## src/rtl/adc_pkg.sv

```systemverilog
// Shared constants and FSM state type for the ADC window integrator.
package adc_pkg;

  localparam int DW       = 13;
  localparam int LENW     = 8;
  // Smallest accumulator that holds len full-scale (DW+1)-bit terms without wrap.
  localparam int SUMW_MIN = DW + 1 + LENW;

  typedef enum logic [1:0] {
    IDLE  = 2'd0,
    DELAY = 2'd1,
    ACC   = 2'd2
  } win_state_e;

endpackage

```

## src/rtl/window_ctrl.sv

```systemverilog
// Window sequencer: trigger acceptance, delay/length down-counting, busy and
// trig_miss generation, and the acc_clr/acc_en/done strobes for the datapath.
module window_ctrl import adc_pkg::*; #(
  parameter int LENW = adc_pkg::LENW
) (
  input  logic            clk,
  input  logic            rst,
  input  logic            trig,
  input  logic [LENW-1:0] delay,
  input  logic [LENW-1:0] len,
  output logic            busy,
  output logic            trig_miss,
  output logic            acc_clr,
  output logic            acc_en,
  output logic            done
);

  win_state_e      state_q, state_d;
  logic [LENW-1:0] cnt_q, cnt_d;
  logic [LENW-1:0] len_q, len_d;
  logic            zero_pend_q, zero_pend_d;
  logic            miss_seen_q, miss_seen_d;
  logic            trig_miss_q, trig_miss_d;

  always_comb begin
    state_d     = state_q;
    cnt_d       = cnt_q;
    len_d       = len_q;
    zero_pend_d = 1'b0;
    miss_seen_d = trig && (state_q != IDLE);
    trig_miss_d = miss_seen_q;
    acc_clr     = 1'b0;
    acc_en      = 1'b0;
    done        = zero_pend_q;

    unique case (state_q)
      IDLE: begin
        if (trig) begin
          acc_clr = 1'b1;
          len_d   = len;
          if (delay != '0) begin
            state_d = DELAY;
            cnt_d   = delay;
          end else if (len != '0) begin
            state_d = ACC;
            cnt_d   = len;
          end else begin
            // Empty window: result next cycle without ever leaving IDLE, so busy stays low.
            zero_pend_d = 1'b1;
          end
        end
      end
      DELAY: begin
        if (cnt_q == LENW'(1)) begin
          state_d = ACC;
          cnt_d   = len_q;
        end else begin
          cnt_d = cnt_q - LENW'(1);
        end
      end
      ACC: begin
        // One extra cycle at cnt=0 lets the last sample land before the result is registered.
        if (cnt_q != '0) begin
          acc_en = 1'b1;
          cnt_d  = cnt_q - LENW'(1);
        end else begin
          done    = 1'b1;
          state_d = IDLE;
        end
      end
      default: state_d = IDLE;
    endcase
  end

  always_ff @(posedge clk) begin
    if (rst) begin
      state_q     <= IDLE;
      cnt_q       <= '0;
      len_q       <= '0;
      zero_pend_q <= 1'b0;
      miss_seen_q <= 1'b0;
      trig_miss_q <= 1'b0;
    end else begin
      state_q     <= state_d;
      cnt_q       <= cnt_d;
      len_q       <= len_d;
      zero_pend_q <= zero_pend_d;
      miss_seen_q <= miss_seen_d;
      trig_miss_q <= trig_miss_d;
    end
  end

  assign busy      = (state_q != IDLE);
  assign trig_miss = trig_miss_q;

endmodule

```

## src/rtl/adc_window_integrator.sv

```systemverilog
// Triggered, delayed window sum of signed ADC samples with a registered result strobe.
// Optional build macro ADC_BASELINE_SUB_EN subtracts the sample seen at the trigger edge.
module adc_window_integrator #(
  parameter int DW   = adc_pkg::DW,
  parameter int LENW = adc_pkg::LENW,
  parameter int SUMW = adc_pkg::SUMW_MIN
) (
  input  logic                   clk,
  input  logic                   rst,
  input  logic signed [DW-1:0]   din,
  input  logic                   trig,
  input  logic        [LENW-1:0] delay,
  input  logic        [LENW-1:0] len,
  output logic                   busy,
  output logic signed [SUMW-1:0] sum_out,
  output logic                   sum_valid,
  output logic                   trig_miss
);

  logic acc_clr, acc_en, done;

  window_ctrl #(.LENW(LENW)) u_ctrl (
    .clk       (clk),
    .rst       (rst),
    .trig      (trig),
    .delay     (delay),
    .len       (len),
    .busy      (busy),
    .trig_miss (trig_miss),
    .acc_clr   (acc_clr),
    .acc_en    (acc_en),
    .done      (done)
  );

  logic signed [SUMW-1:0] term;
  logic signed [SUMW-1:0] acc_q, acc_d;
  logic signed [SUMW-1:0] sum_q, sum_d;
  logic                   sum_valid_q, sum_valid_d;

`ifdef ADC_BASELINE_SUB_EN
  logic signed [DW-1:0] base_q, base_d;
  logic signed [DW:0]   diff;

  always_comb begin
    base_d = acc_clr ? din : base_q;
    diff   = (DW+1)'(din) - (DW+1)'(base_q);
    term   = SUMW'(diff);
  end

  always_ff @(posedge clk) begin
    if (rst) base_q <= '0;
    else     base_q <= base_d;
  end
`else
  always_comb term = SUMW'(din);
`endif

  always_comb begin
    acc_d       = acc_q;
    sum_d       = sum_q;
    sum_valid_d = done;
    if (acc_clr)     acc_d = '0;
    else if (acc_en) acc_d = acc_q + term;
    if (done)        sum_d = acc_q;
  end

  always_ff @(posedge clk) begin
    if (rst) begin
      acc_q       <= '0;
      sum_q       <= '0;
      sum_valid_q <= 1'b0;
    end else begin
      acc_q       <= acc_d;
      sum_q       <= sum_d;
      sum_valid_q <= sum_valid_d;
    end
  end

  assign sum_out   = sum_q;
  assign sum_valid = sum_valid_q;

endmodule

```

## config.mk

```make
export PLATFORM = sky130hd
export DESIGN_NAME = adc_window_integrator
export DESIGN_NICKNAME = d
export VERILOG_FILES = /design/src/rtl/adc_pkg.sv /design/src/rtl/window_ctrl.sv /design/src/rtl/adc_window_integrator.sv
export SDC_FILE = /design/constraint.sdc
export NUM_CORES = 1
export LEC_CHECK = 0
export ABC_AREA = 1
export CORE_MARGIN = 5
export CORE_UTILIZATION = 35
export CTS_CLUSTER_SIZE = 28
export DETAILED_ROUTE_END_ITERATION = 8
export GPL_TIMING_DRIVEN = 0
export PLACE_DENSITY = 0.59
export SYNTH_ARGS = -nofsm -noshare
export SYNTH_HDL_FRONTEND = slang
export SYNTH_SLANG_ARGS = --single-unit
```

## constraint.sdc

```tcl
create_clock -name clk -period 3.3 [get_ports clk]
set_clock_uncertainty 0.2 [all_clocks]
set_input_delay 0.495 -clock clk [delete_from_list [all_inputs] [get_ports clk]]
set_output_delay 0.495 -clock clk [all_outputs]
set_load 0.03 [all_outputs]
```

== After elaboration in Yosys (flattened, before gate mapping) ==
Cells that the tools add are included.
W data, S select, Z words.

* Add/subtract/negate cells: 2
* Eq/ne operators: 8
* Mux-type cells: 19
* Bitwise logic cells: 2
* Reduce and logical (&&, ||, !) cells: 12

{| class="wikitable"
|+ Operator list
! kind !! number
|-
| $mux W8 || 5
|-
| $pmux W8 S3 || 1
|-
| $reduce_bool A8 Y1 || 3
|-
| $add A22 B13 Y22 || 1
|-
| $mux W2 || 5
|-
| $eq A8 B1 Y1 const B || 1
|-
| $reduce_and A4 Y1 || 2
|-
| $sub A8 B1 Y8 const B || 1
|-
| $mux W1 || 7
|-
| $pmux W2 S3 || 1
|-
| $ne A2 B1 Y1 const B || 2
|-
| $ne A2 B2 Y1 const B || 2
|-
| $reduce_or A4 Y1 || 1
|-
| $ne A3 B1 Y1 const B || 1
|-
| $reduce_bool A3 Y1 || 1
|-
| $eq A2 B1 Y1 const B || 1
|-
| $eq A2 B2 Y1 const B || 1
|-
| $logic_not A2 Y1 || 1
|-
| $not A1 Y1 || 2
|-
| $reduce_and A2 Y1 || 1
|-
| $reduce_bool A2 Y1 || 1
|-
| $reduce_or A2 Y1 || 1
|-
| $logic_and A1 B1 Y1 || 1
|}

* Flip-flop bits (word level): 66
* Input port bits: 32
* Output and inout bits: 25
* Logic and storage cells: 52

== Logic depth before layout (Yosys ltp) ==
* Depth after elaboration: 5
* Gate-level depth with buffers: 14
* Depth with buffers taken out: 14

== Cells and area by module ==
A second synthesis with hierarchy kept.

* Cell total of the unflattened synthesis: 743
* Area total of the unflattened synthesis: 4,584.4 µm²

{| class="wikitable"
|+ By module, submodules not included
! module !! times used !! cells each !! area each (µm²) !! sequential area each (µm²)
|-
| adc_window_integrator || 1 || 506 || 3,156.8 || 900.9
|-
| window_ctrl || 1 || 237 || 1,427.6 || 420.4
|}

== Worst setup path after synthesis ==
OpenSTA, ideal clock, no wires.

* Path type: input-to-reg
* Start: input din[0]
* End: register acc_q[18]
* Library setup time: 0.109 ns
* Arrival time: 1.827 ns
* Data required time: 2.991 ns
* Slack: 1.165 ns
* Cell stages on the path: 14
* Path buffers: 0
* Cells stage by stage: ha_1 -> fa_1 -> nand3_1 -> nand2_1 -> nand2_1 -> nand2_1 -> nand2_1 -> nand2_1 -> nand2_1 -> nand2_1 -> nand2_1 -> nand3_1 -> nand2_1 -> inv_1

* Cells in the longest elaborated chain, start to end: 1

{| class="wikitable"
|+ RTL lines
! item !! line !! text
|-
| from (decl) || adc_window_integrator.sv:10 || <nowiki>input logic signed [DW-1:0] din,</nowiki>
|-
| $add A22 B13 Y22 || adc_window_integrator.sv:63 || <nowiki>else if (acc_en) acc_d = acc_q + term;</nowiki>
|-
| to (signal assigned) || adc_window_integrator.sv:69 || <nowiki>acc_q <= '0;</nowiki>
|-
| to (signal assigned) || adc_window_integrator.sv:73 || <nowiki>acc_q <= acc_d;</nowiki>
|-
| to (decl) || adc_window_integrator.sv:36 || <nowiki>logic signed [SUMW-1:0] acc_q, acc_d;</nowiki>
|}

Every way passes these cells.
A chain may end at the register's enable or synchronous reset.

== Final worst setup path ==
* Start: register u_ctrl.state_q[0]
* End: output busy

* Cells in the longest elaborated chain, start to end: 1

{| class="wikitable"
|+ RTL lines
! item !! line !! text
|-
| from (decl) || window_ctrl.sv:18 || <nowiki>win_state_e state_q, state_d;</nowiki>
|-
| from (signal assigned) || window_ctrl.sv:84 || <nowiki>state_q <= state_d;</nowiki>
|-
| $reduce_bool A2 Y1 || window_ctrl.sv:93 || <nowiki>assign busy = (state_q != IDLE);</nowiki>
|-
| to (decl) || adc_window_integrator.sv:14 || <nowiki>output logic busy,</nowiki>
|}

Every way passes these cells.

==> metrics list <==
- From left edge to right edge, the die measures 121 µm.
- The worst setup path is of the flip-flop to output pin kind.
* Cells after synthesis: ~640
- The critical path contains buffers and inverters numbering 3 combined.
- The clock passes through at most 2 buffers.
- The Yosys step of the flow raised 0 warnings.
* MaxCap Viol Count: 0
- Area grow syn2layout: 23.9%
- Worst min path class: flip-flop to flip-flop
- The slowest stage of the critical path is the clkdlybuf4s50_1 cell.
* Die Footprint: 14,600 µm²
* Count of nets after finishing: about 760
- Maximum number of pins on one net before global-route repair: 12
* Final-report max-slew violation count: 0
* Maximum single-stage delay on the critical path: 0.70 ns
* Leakage component of the power: between 2 and 2.5 nW
- Placeable core region: 12,000 µm²
* Layout cells sized above 1: 0.100
* Number of synthesized flops with an enable pin: 0
- Predominant post-synthesis flop cell: dfxtp_1
* Row count: 40
- Initial cell density of the core: 0.358
- Setup repair after global routing left no endpoint under its margin.
- The worst hold path terminates at u_ctrl.trig_miss.
* Number of unique standard cell types used by synthesis: 39
- Vias in the first global route: 4,138
- After clock tree synthesis, the clock-pin slew on the worst setup and hold paths is around 0.05 ns.
- Synthesis produced a netlist with a net count of 697.
- Min Tclk post-route: 2.61 ns
* Die height: 121 µm
- Total Wirelength: 12,100 µm
* Worst slack after detailed placement: 0.351 ns
- After detailed routing, the number of vias per cell comes to 4.91.
- Worst Setup End Kind: output pin
- Hold path cells: 2
- TritonCTS built the clock tree.
- In the global route stage, overall resource usage came out at 0.173.
- Of all nets on the critical path, the largest fanout is 6.
* Crit path cell chain: inv_1 -> ha_1 -> inv_1 -> clkdlybuf4s50_1
* Aggregate global routing overflow: 0
- Setup violations remaining at the end of the flow were counted as 0.
* Post-detailed-placement half-perimeter wirelength: 9770 µm
* I/O pin count: 57
- At the worst endpoint, the arrival time is about 1.9 ns.
- RePlAce Congestion: between 0.8 and 0.9
- Antenna violations before repair: 0
- Clock tree synthesis inserted a total of 9 buffers.
- H-tree lvl count: 3
- The first global-routing pass estimated 20,100 µm of wire.
- Slew at the pin closest to its max-slew limit: 0.474 ns
- Clock latency on the worst-skew pair: 0.34 ns
- DRC violation count after routing: 0
- Cts repair resizes: 0
- Top cell family by delay on the critical path: buffers and inverters
- Across all register-to-register paths, the minimum setup slack is 1.06 ns.
* Status: complete, no violations
- Sum Neg Setup Slack: 0 ns
* Most frequent cells in the layout: nand2_1 (137), inv_1 (99), dfxtp_1 (66)
- Port buffering added 56 buffers.
* Antenna diode count: 0
* Summed instance area of the synthesized netlist: 4310 µm²
* Crit start category: flip-flop
- Final Worst Setup Slack: 0.693 ns
* Hold-fix buffers, CTS: 0
* Post-synthesis async set-or-reset flop share: 0
* Worst min-delay path startpoint: u_ctrl.miss_seen_q
- Dividing the detail-routed wire length by the instance count gives 14.2 µm.
- Number of design-rule violations left by the first detailed-router iteration: 204
- Part of the Yosys area used for sequential elements: 0.307
- DR vias: about 4,200
- The number of hold violations in the final report came to 0.
- Based on the critical path, the design can be clocked at up to 384 MHz.
- The library cell used most frequently in the layout, excluding fill and tap cells, is nand2_1.
- Cell type with the highest occurrence count on the critical path: inv_1
- Dividing the final minimum period by the clock period gives 0.790.
- Clock tree synthesis selected as its root buffer the cell clkbuf_16.
- Counting cells, the worst reg-to-reg path comes to 14.
* Filler Cells Inserted: 1,235
- Layout Utilization: 0.444
- Sinks on Clock Net: 66
- The worst-case IR drop observed on VDD is 308 µV.
- For this design the ratio of total power to cell area is 765 nW/µm².
* Origin of the critical flop-to-flop path: acc_q[0]
- Synthesized area per cell: ~6.8 µm²
- At the worst endpoint, the required time is 2.60 ns.
- Overall power consumption after layout is estimated at 0.00408 W.
- Number of nets with antenna violations after routing: 0
- Seq cells post-synth: between 60 and 70
* Number of buffers inserted by post-CTS setup repair: 0
* Max_slew headroom: 0.683
- For this run, the detailed router's first-pass iteration total came to 5.
- The worst register-to-register path ends at acc_q[18].
==> Yosys cell counts (3+ instances only) <==
| cell | count | area share |
|---|---|---|
| nand2_1 | 137 | 0.12 |
| inv_1 | 99 | 0.086 |
| dfxtp_1 | 66 | 0.31 |
| nor2_1 | 63 | 0.055 |
| a21oi_1 | 57 | 0.066 |
| o21ai_0 | 42 | 0.049 |
| nand3_1 | 40 | 0.046 |
| ha_1 | 27 | 0.078 |
| a21oi_2 | 14 | 0.028 |
| nand4_1 | 10 | 0.015 |
| xor2_1 | 10 | 0.020 |
| o21ai_2 | 8 | 0.016 |
| buf_6 | 7 | 0.018 |
| buf_2 | 6 | 0.0070 |
| nand2_2 | 5 | 0.0073 |
| nor3_1 | 5 | 0.0058 |
| inv_2 | 4 | 0.0035 |
| o21ai_1 | 4 | 0.0046 |
| o21bai_1 | 4 | 0.0070 |
| nor2_4 | 3 | 0.0078 |
| o22ai_1 | 3 | 0.0044 |
==> worst max-delay path by stage <==
stage	start	end	cells past startpoint	slack (ns)
after detailed placement	din[12]	acc_q[20]	10	0.35
after CTS	u_ctrl.state_q[0]	busy	4	0.67
after global placement	din[12]	acc_q[20]	10	0.37
final	u_ctrl.state_q[0]	busy	4	0.69
after global routing	din[12]	acc_q[20]	10	0.47
after floorplan	din[0]	acc_q[18]	14	1.16
==> cell type report <==
class | instances | area, µm² | area share
clock inverter | 5 | 56.3 | 0.0106
sequential | 66 | 1320 | 0.248
buffer | 17 | 129 | 0.0242
timing repair buffer | 56 | 561 | 0.105
inverter | 103 | 387 | 0.0725
tap | 147 | 184 | 0.0345
clock buffer | 10 | 229 | 0.0429
multi-input combinational | 451 | 2470 | 0.463
==> flip-flops by register name, indices dropped and copies added, names as in the netlist <==
name	count
acc_q	22
sum_out	22
u_ctrl.cnt_q	8
u_ctrl.len_q	8
u_ctrl.state_q	2
sum_valid	1
u_ctrl.miss_seen_q	1
u_ctrl.trig_miss	1
u_ctrl.zero_pend_q	1
==> layer usage <==
layer | vias up | share of wire | global-route usage | routed length, µm
met5 | - | 0 | 0 | 0
met4 | 0 | 0.013 | 0.0545 | 157
met3 | 10 | 0.046 | 0.0378 | 563
met2 | 85 | 0.47 | 0.293 | 5750
met1 | 1926 | 0.47 | 0.218 | 5670
li1 | 2179 | - | - | -
==> through the flow <==
stage	std cells	hold WS (ns)	cell area (µm²)
CTS	855	0.209	5340
global route	855	0.215	5340
finish	855	0.203	5340
global placement	840	0.196	5050
floorplan	637	0.188	4310
detailed placement	840	0.200	5050
==> kinds of logic after synthesis <==
logic type / count (synthesis) / synth area share
DFF: 66 / 0.307
buffers and inverters: 120 / 0.120
AOI/OAI and AO/OA: 139 / 0.192
and+or+nand+nor: 272 / 0.274
adders and majority gates: 28 / 0.0831
xor gates and xnor gates: 12 / 0.0244
==> worst register-to-register path, cell delays in order (launching register included) <==
cell     delay [ns]
dfxtp_1        0.32
ha_1           0.21
fa_1           0.41
nand3_1        0.09
nand2_1        0.16
nand2_1        0.10
nand2_1        0.10
nand2_1        0.08
nand2_1        0.10
nand2_1        0.11
nand2_1        0.06
nand2_1        0.05
nand3_1        0.07
nand2_1        0.06
inv_1          0.03
==> power breakdown <==
group          internal, W  switching, W  leakage (nW)
sequential        0.000977      0.000129         0.537
clock             0.000579      0.000354         0.138
combinational     0.000754       0.00129          1.80
total              0.00231       0.00177          2.48
Power figures use the tool's default switching activity.
